### config.mk
export PLATFORM = sky130hd
export DESIGN_NAME = sync_arbiter
export DESIGN_NICKNAME = d
export VERILOG_FILES = /design/src/rtl/sync_arbiter.sv
export SDC_FILE = /design/constraint.sdc
export NUM_CORES = 1
export LEC_CHECK = 0
export ABC_CLOCK_PERIOD_IN_PS = 2250
export BUFFER_PORTS_ARGS = -buffer_cell sky130_fd_sc_hd__buf_2
export CORE_MARGIN = 2
export CORE_UTILIZATION = 45
export DETAILED_ROUTE_END_ITERATION = 16
export PLACE_DENSITY = 0.68
export SLEW_MARGIN = 10
export SYNTH_ARGS = -nofsm -noshare
export SYNTH_HDL_FRONTEND = slang
export SYNTH_SLANG_ARGS = --single-unit
export TNS_END_PERCENT = 10
### constraint.sdc
create_clock -name clk -period 2.25 [get_ports clk]
set_input_delay 0.45 -clock clk [delete_from_list [all_inputs] [get_ports clk]]
set_output_delay 0.45 -clock clk [all_outputs]
set_load 0.1 [all_outputs]
### src/rtl/sync_arbiter.sv
// Round-robin arbiter sharing one signal_sync channel among N_REQ requesters.
// Captures command pulses/payloads, issues start, holds data, acks on finish.
module sync_arbiter #(
   parameter int N_REQ       = 4,
   parameter int DATA_W      = 8,
   parameter int HOLD_CYCLES = 8,
   localparam int IDW = (N_REQ > 1) ? $clog2(N_REQ) : 1,
   localparam int CW  = $clog2(HOLD_CYCLES + 1)
) (
   input  logic                    clk,
   input  logic                    reset_n,
   input  logic [N_REQ-1:0]        req,
   input  logic [N_REQ*DATA_W-1:0] req_data,
   input  logic                    ovr_clr,
   output logic [N_REQ-1:0]        pend,
   output logic [N_REQ-1:0]        done,
   output logic [N_REQ-1:0]        overrun,
   output logic                    busy,
   output logic [IDW-1:0]          grant_id,
   output logic                    sync_start,
   output logic [DATA_W-1:0]       sync_data
);

   typedef enum logic [1:0] {IDLE, ISSUE, HOLD} state_t;

   state_t                  state, state_n;
   logic [CW-1:0]           cnt, cnt_n;
   logic [IDW-1:0]          rr, rr_n;
   logic [IDW-1:0]          sel, gid_n;
   logic [IDW:0]            idx;
   logic                    found;
   logic [N_REQ-1:0]        clr, pend_n, ovr_n, done_n;
   logic [N_REQ*DATA_W-1:0] data_q, data_n;
   logic [DATA_W-1:0]       sdata_n;
   logic                    busy_n, start_n;

   // first pending bit at or above rr, wrapping
   always_comb begin
      found = 1'b0;
      sel   = '0;
      idx   = '0;
      for (int k = 0; k < N_REQ; k++) begin
         idx = {1'b0, rr} + (IDW+1)'(k);
         if (idx >= (IDW+1)'(N_REQ))
            idx = idx - (IDW+1)'(N_REQ);
         if (!found && pend[idx[IDW-1:0]]) begin
            found = 1'b1;
            sel   = idx[IDW-1:0];
         end
      end
   end

   always_comb begin
      state_n = state;
      cnt_n   = cnt;
      rr_n    = rr;
      gid_n   = grant_id;
      sdata_n = sync_data;
      busy_n  = busy;
      start_n = 1'b0;
      done_n  = '0;
      clr     = '0;
      unique case (state)
         IDLE: begin
            if (found) begin
               state_n  = ISSUE;
               gid_n    = sel;
               sdata_n  = data_q[sel*DATA_W +: DATA_W];
               clr[sel] = 1'b1;
               busy_n   = 1'b1;
               start_n  = 1'b1;
               if (sel == IDW'(N_REQ-1))
                  rr_n = '0;
               else
                  rr_n = sel + 1'b1;
            end
         end
         ISSUE: begin
            state_n = HOLD;
            cnt_n   = CW'(HOLD_CYCLES-1);
         end
         HOLD: begin
            if (cnt == '0) begin
               state_n          = IDLE;
               done_n[grant_id] = 1'b1;
               busy_n           = 1'b0;
            end else begin
               cnt_n = cnt - 1'b1;
            end
         end
         default: state_n = IDLE;
      endcase
   end

   // a grant clearing pend in the same cycle masks the overrun
   always_comb begin
      pend_n = (pend & ~clr) | req;
      ovr_n  = (ovr_clr ? '0 : overrun) | (req & pend & ~clr);
      data_n = data_q;
      for (int i = 0; i < N_REQ; i++)
         if (req[i])
            data_n[i*DATA_W +: DATA_W] = req_data[i*DATA_W +: DATA_W];
   end

   always_ff @(posedge clk or negedge reset_n) begin
      if (!reset_n) begin
         state      <= IDLE;
         cnt        <= '0;
         rr         <= '0;
         grant_id   <= '0;
         sync_data  <= '0;
         busy       <= 1'b0;
         sync_start <= 1'b0;
         done       <= '0;
         pend       <= '0;
         overrun    <= '0;
         data_q     <= '0;
      end else begin
         state      <= state_n;
         cnt        <= cnt_n;
         rr         <= rr_n;
         grant_id   <= gid_n;
         sync_data  <= sdata_n;
         busy       <= busy_n;
         sync_start <= start_n;
         done       <= done_n;
         pend       <= pend_n;
         overrun    <= ovr_n;
         data_q     <= data_n;
      end
   end

endmodule

# --- Yosys cells after proc, flatten, opt, wreduce, memory -nomap -nowiden ---
# Index checks and enable logic that the tools add are counted.
word_totals:
  word_cells: 104
  regBits: 64
  ramBits: 0
  mem_count: 0
  mem_bits_ro: 0
  latchBits: 0
  output_inout_bits: 24
classes:
  n_reduce_logical: 16
  n_lt_le_gt_ge: 12
  n_mux: 40
  bitwise_logic: 6
  div: 0
  addsub: 9
  eq_ne: 6
  shift: 1
  multipliers: 0
ops:
  columns: ["op", "count"]
  rows:
  - ["indexed part select 32 x 6 -> 8 bit", 1]
  - ["two-way mux 4 bit", 6]
  - ["two-way mux 2 bit", 11]
  - ["less-than comparator 2 x 3 -> 1 bit, second input constant", 6]
  - ["two-way mux 1 bit", 14]
  - ["bitwise AND 4 bit", 3]
  - [">= comparator 3 bit, second input constant", 3]
  - ["binary-select mux 1 bit (select 2 bit)", 4]
  - ["bitwise OR 4 bit", 2]
  - ["one-hot mux 4 bit (2 select lines)", 1]
  - ["subtractor 2 x 1 -> 2 bit, second input constant", 4]
  - ["adder 2 x 2 -> 3 bit, second input constant", 2]
  - ["inequality test 2 bit, second input constant", 3]
  - ["one-hot mux 2 bit (3 select lines)", 1]
  - ["AND reduction 2 bit", 3]
  - ["logical AND 1 bit", 5]
  - ["demux 1 bit (select 2 bit)", 2]
  - ["== test 2 bit, second input constant", 2]
  - [">= comparator 2 x 1 -> 1 bit, second input constant", 2]
  - ["logical NOT 4 bit", 1]
  - ["NOT 4 bit", 1]
  - ["nonzero test 2 bit", 2]
  - ["subtractor 4 x 1 -> 4 bit, second input constant", 1]
  - ["adder 2 x 1 -> 3 bit, second input constant", 1]
  - ["7 further kinds", 9]

# --- Depth between registers and ports, before layout ---
depth:
  word_depth: 23
  mapped_depth: 10

# --- Worst setup path before layout ---
# OpenSTA, ideal clock, no wires.
synth_path:
  path_kind: "register -> register"
  startpoint: "reg pend[1]"
  endpoint: "reg overrun[3]"
  path_slack_ns: -0.234
  required_time_ns: 2.127
  n_path_buf: 2
  t_arrival_ns: 2.361
  path_stages_with_launch: 9
  path_cell_list: "dfrtp_1 -> mux2i_1 -> a221o_1 -> buf_6 -> buf_12 -> inv_1 -> ha_1 -> nand2_1 -> a32o_1"
synth_via:
  elab_chain_cells: 21
  elab_cells_between_ends: 32
  cone_classes: "order compare: 2; mux: 20; bitwise: 3; reduce/logical: 7"
synth_lines:
  columns: ["item", "line_no", "source"]
  rows:
  - ["start: declaration", "15", "output logic [N_REQ-1:0] pend,"]
  - ["start signal: assignment", "127", "pend <= pend_n;"]
  - ["binary-select mux 1 bit (select 2 bit)", "46", "if (!found && pend[idx[IDW-1:0]]) begin"]
  - ["two-way mux 1 bit (not written as such)", "46", null]
  - ["two-way mux 1 bit", "46", null]
  - ["logical NOT 1 bit", "46", null]
  - ["logical AND 1 bit", "46", null]
  - ["two-way mux 1 bit", "46", null]
  - ["logical NOT 1 bit", "46", null]
  - ["logical AND 1 bit", "46", null]
  - ["[4 not listed]", null, null]
  - ["named net sel[0]", "29", "logic [IDW-1:0] sel, gid_n;"]
  - ["[2 not listed]", null, null]
  - ["two-way mux 1 bit (not written as such)", "69", "clr[sel] = 1'b1;"]
  - ["demux 1 bit (select 2 bit) (*)", "69", null]
  - ["two-way mux 4 bit (*)", "65", "if (found) begin"]
  - ["two-way mux 4 bit (*)", "63", "unique case (state)"]
  - ["NOT 4 bit (*)", "98", "ovr_n = (ovr_clr ? '0 : overrun) | (req & pend & ~clr);"]
  - ["bitwise AND 4 bit (*)", "98", null]
  - ["bitwise OR 4 bit (*)", "98", null]
  - ["named net ovr_n[3]", "32", "logic [N_REQ-1:0] clr, pend_n, ovr_n, done_n;"]
  - ["end signal: assignment", "128", "overrun <= ovr_n;"]
  - ["end: declaration", "17", "output logic [N_REQ-1:0] overrun,"]
# The timed path passes the listed nets; every way through them passes the cells marked *. The select of a mux whose other input is x is not followed.
# A chain may end at the register's enable or synchronous reset.

# --- Worst setup path after layout ---
layout_path:
  startpoint: "reg rr[1]"
  endpoint: "reg sync_data[6]"
layout_via:
  elab_chain_cells: 15
  elab_cells_between_ends: 39
  cone_classes: "add/sub: 7; order compare: 4; shift: 1; mux: 20; reduce/logical: 7"
layout_lines:
  columns: ["item", "line_no", "source"]
  rows:
  - ["start: declaration", "28", "logic [IDW-1:0] rr, rr_n;"]
  - ["start signal: assignment", "121", "rr <= rr_n;"]
  - ["branches (longest 15 deep; another with adder 2 x 1 -> 3 bit)", null, null]
  - ["end signal: assignment", "123", "sync_data <= sdata_n;"]
  - ["end: declaration", "21", "output logic [DATA_W-1:0] sync_data"]
# Several ways; the timed one is not identified. The select of a mux whose other input is x is not followed.

==> impl.org <==
** Outcome
- Result of the run :: completed

** Detailed routing
- DR vias/cell :: 5.16
- The routed design has between 5000 and 6000 um of wire.
- Wirelength per Cell :: roughly 14 um
- For this run, design rule violations remaining after detail routing come to 0.
- After the first detailed-routing iteration, the DRC count stood at slightly below 50.
- The detail route stage leaves a number of antenna-violating nets equal to 0.
- The final route contains 2002 vias.
- DRT Pass-1 Iters :: 4

** STA
- Worst slew margin relative to its limit :: between 60 and 70%
- Final hold violation count :: 0
- Setup repair after global routing missed its margin :: no
- Final slew viol count :: 0
- Post-route clock period utilization :: roughly 86%
- The smallest clock period supported by the final layout is computed as 1.93 ns.
- Final number of setup-violating endpoints :: 0
- Fmax achieved :: about 520 MHz
- Clock tree skew after final layout :: approximately 0.012 ns
- For the pin with the worst max-slew slack, the measured transition is 0.508 ns.

** Clock tree
- Maximum number of buffers from clock root to sink :: 2
- Buffers added to address setup during post-CTS repair amount to 0.
- The root buffer cell chosen for the clock tree is sky130_fd_sc_hd__clkbuf_8.
- The clock net in this run drives a total of 64 sinks.
- Clock-pin slew was measured on the worst setup and hold paths at roughly 0.070 ns.
- TritonCTS built the clock tree.
- Number of instances resized during post-cts repair :: 0
- For this design, the CTS-stage hold fixing added 0 buffers.
- Total number of H-tree levels :: 3
- In this run, CTS created clock tree buffers numbering 9.
- The clock reaches the later pin of the worst-skew pair after 0.34 ns.

** Die
- Count of boundary I/O pins :: 63
- The floorplan step defined a die boundary enclosing between 7000 and 8000 sq um.
- Measured along the x axis, the die boundary spans 84.0 um.
- Row generation in the floorplan step produced 29 rows.
- Die height :: approximately 84 um
- The initial utilization of the core area, before any placement, comes to a little under half.
- Std-Cell Core Area :: around 6300 sq um

** Synth
- Synthesis warning total :: 0
- The portion of synthesized area spent on multiplexers is around 18%.
- Synth Area in Simple Gates :: under 10%
- Summing the areas of all compound-gate instances in the mapped netlist gives slightly above 9% of the synthesized area.
- For this run, asynchronously set or reset flops after synthesis account for 100%.
- In the synthesized netlist the dominant register cell turns out to be sky130_fd_sc_hd__dfrtp_1.
- The cell area that synthesis handed to floorplanning was around 2900 sq um.
- Area share of fa/ha/maj cells after synthesis :: approximately 2.2%
- After Yosys synthesis, XOR and XNOR cells account for 0% of the synthesized area.
- Nets in the synthesized netlist :: roughly 290
- In this run, synthesis produced a sequential element count of 64.
- Seq/Total Area, Yosys :: between 50% and 60%
- Dominant combinational cell family by area after synthesis :: multiplexers
- Synthesis handed over a netlist of approximately 240 instances.
- Yosys mapped the design onto 37 distinct sky130hd cell types.
- Average instance area after synthesis :: 12.0 sq um
- Number of enable-type register cells in the synthesized netlist :: 0

** Finish
- Post-layout utilization of the core :: 55.5%
- Cells with a size suffix above 1 make up between 30% and 40% of the layout.
- Leading cell types in the layout, fill and taps excluded :: 62 x sky130_fd_sc_hd__dfrtp_1, 62 x sky130_fd_sc_hd__buf_2, 32 x sky130_fd_sc_hd__mux2_2
- After the last flow step, the layout net total stands at 350.
- Synth-to-Final Area Change :: 20.8%
- Antenna diode count :: 0

** Global route
- Wire length of the first global-routing pass :: about 9600 um
- The via count of the first global-routing pass came to about 2000.
- Remaining global-route overflow :: 0
- Global routing used around 18% of the available tracks across all layers.
- Antenna violations before repair :: 0
- Pin count of the biggest net entering global routing :: 28

** Pwr
- Sequential group share of total power :: about 46%
- In this run switching power makes up 25.3% of total power.
- Total net switching power :: 696 uW
- The share of total power dissipated in combinational logic is about an eighth.
- Across the VDD grid, the largest voltage drop is between 500 and 600 uV.
- Internal power contribution :: 2.06 mW
- For this design the ratio of total power to cell area is 791 nW/um^2.
- The analysis attributes to cell leakage a power of about 1.6 nW.
- The clock network accounts for about two fifths of the total power.
- Total Power :: ~2.8 mW

** Critical path
- STA classifies the critical path startpoint as a flop.
- By startpoint and endpoint, the worst setup path is classified as reg2reg.
- Highest fanout seen on the critical path :: 19
- The worst setup path is captured at a flop.
- Required time at the endpoint of the critical path :: approximately 2.5 ns
- For the worst setup path, the data arrival time is roughly 2.2 ns.

** Place
- At the end of routability-driven placement, the weighted congestion stood at 0.853.
- The count of buffers added on input and output ports is 62.
- Detailed placement finished with a half-perimeter wire length of slightly above 4000 um.

** Min path
- Hold/Removal Path Class :: in2async

** Job
- Max_cap viols :: 0
## power by group through the flow
stage / combinational [mW] / clock (mW) / sequential (mW)
floorplan: 0.104 / 0 / 1.42
detailed placement: 0.345 / 0 / 1.29
CTS: 0.346 / 1.16 / 1.27
finish: 0.340 / 1.14 / 1.27
global route: 0.364 / 1.23 / 1.28
global placement: 0.340 / 0 / 1.29
## flip-flops by register name (all words and copies together), names as in the netlist
signal,flops
busy,1
cnt,4
data_q,32
done,4
grant_id,2
overrun,4
pend,4
rr,2
state,2
sync_data,8
sync_start,1
## cells by family after synthesis
family / after synthesis
muxes: 49
and+or+nand+nor: 57
buffers and inverters: 28
adders and majority gates: 5
DFF: 64
AOI/OAI and AO/OA: 38
## cell type report
class / count / area [sq um]
clock buffers: 14 / 173
clock inverters: 2 / 60.1
fillers: 539 / 2800
inverters: 14 / 55.1
multi-input cells: 149 / 1130
flip-flops and latches: 64 / 1600
well taps: 77 / 96.3
repair buffers: 68 / 368
## path summary, 6_finish.rpt
check,start,to,slack (ns),cells after the start
worst min register to register,overrun[0],overrun[0],0.48,1
max in group asynchronous,reset_n,overrun[0],1.52,2
worst max register to register,rr[1],sync_data[6],0.32,6
worst min-delay path,reset_n,pend[1],0.07,1
worst max-delay path,rr[1],sync_data[6],0.32,6
min in group clk,req_data[18],data_q[18],0.33,2
## routing by layer
layer,routed length [um],up-vias,GRT usage [%]
met3,321,8,6.13
met5,0,-,0
met4,70,0,6.60
met1,2560,957,22.9
met2,2670,55,27.2
li1,-,982,-
## metrics by stage
step                      cells  setup slack (ns)  area, sq um  hold slack, ns  setup TNS (ns)
after floorplan             241           -0.0814         2890           0.154         -0.0824
final                       388             0.321         3480          0.0680               0
after global routing        388             0.164         3480           0.101               0
after global placement      372             0.397         3250           0.461               0
after detailed placement    372             0.321         3250           0.462               0
after CTS                   388             0.299         3480          0.0878               0
## Yosys cell counts (2+ instances only)
cell	n	area (sq um)
sky130_fd_sc_hd__inv_1	12	45.0
sky130_fd_sc_hd__ha_1	5	62.6
sky130_fd_sc_hd__a21o_1	2	15.0
sky130_fd_sc_hd__mux2_2	32	360
sky130_fd_sc_hd__nand2_1	25	93.8
sky130_fd_sc_hd__a21oi_1	8	40.0
sky130_fd_sc_hd__mux2i_1	17	170
sky130_fd_sc_hd__clkbuf_1	7	26.3
sky130_fd_sc_hd__nand3_1	2	10.0
sky130_fd_sc_hd__a211oi_1	2	15.0
sky130_fd_sc_hd__a211o_1	8	70.1
sky130_fd_sc_hd__buf_6	3	33.8
sky130_fd_sc_hd__dfrtp_1	64	1600
sky130_fd_sc_hd__o2bb2ai_1	3	26.3
sky130_fd_sc_hd__nor2_1	3	11.3
sky130_fd_sc_hd__o21ai_0	8	40.0
sky130_fd_sc_hd__clkbuf_4	2	15.0
sky130_fd_sc_hd__nor3_1	19	95.1
## critical path: stages, from the launching register on
cell,delay [ns]
sky130_fd_sc_hd__dfrtp_1,0.46
sky130_fd_sc_hd__nor3b_1,0.31
sky130_fd_sc_hd__a221o_1,0.17
sky130_fd_sc_hd__buf_4,0.30
sky130_fd_sc_hd__mux2i_1,0.26
sky130_fd_sc_hd__nor3_1,0.07
sky130_fd_sc_hd__a211o_1,0.22
Note: power is estimated with default switching activity, not from simulation.
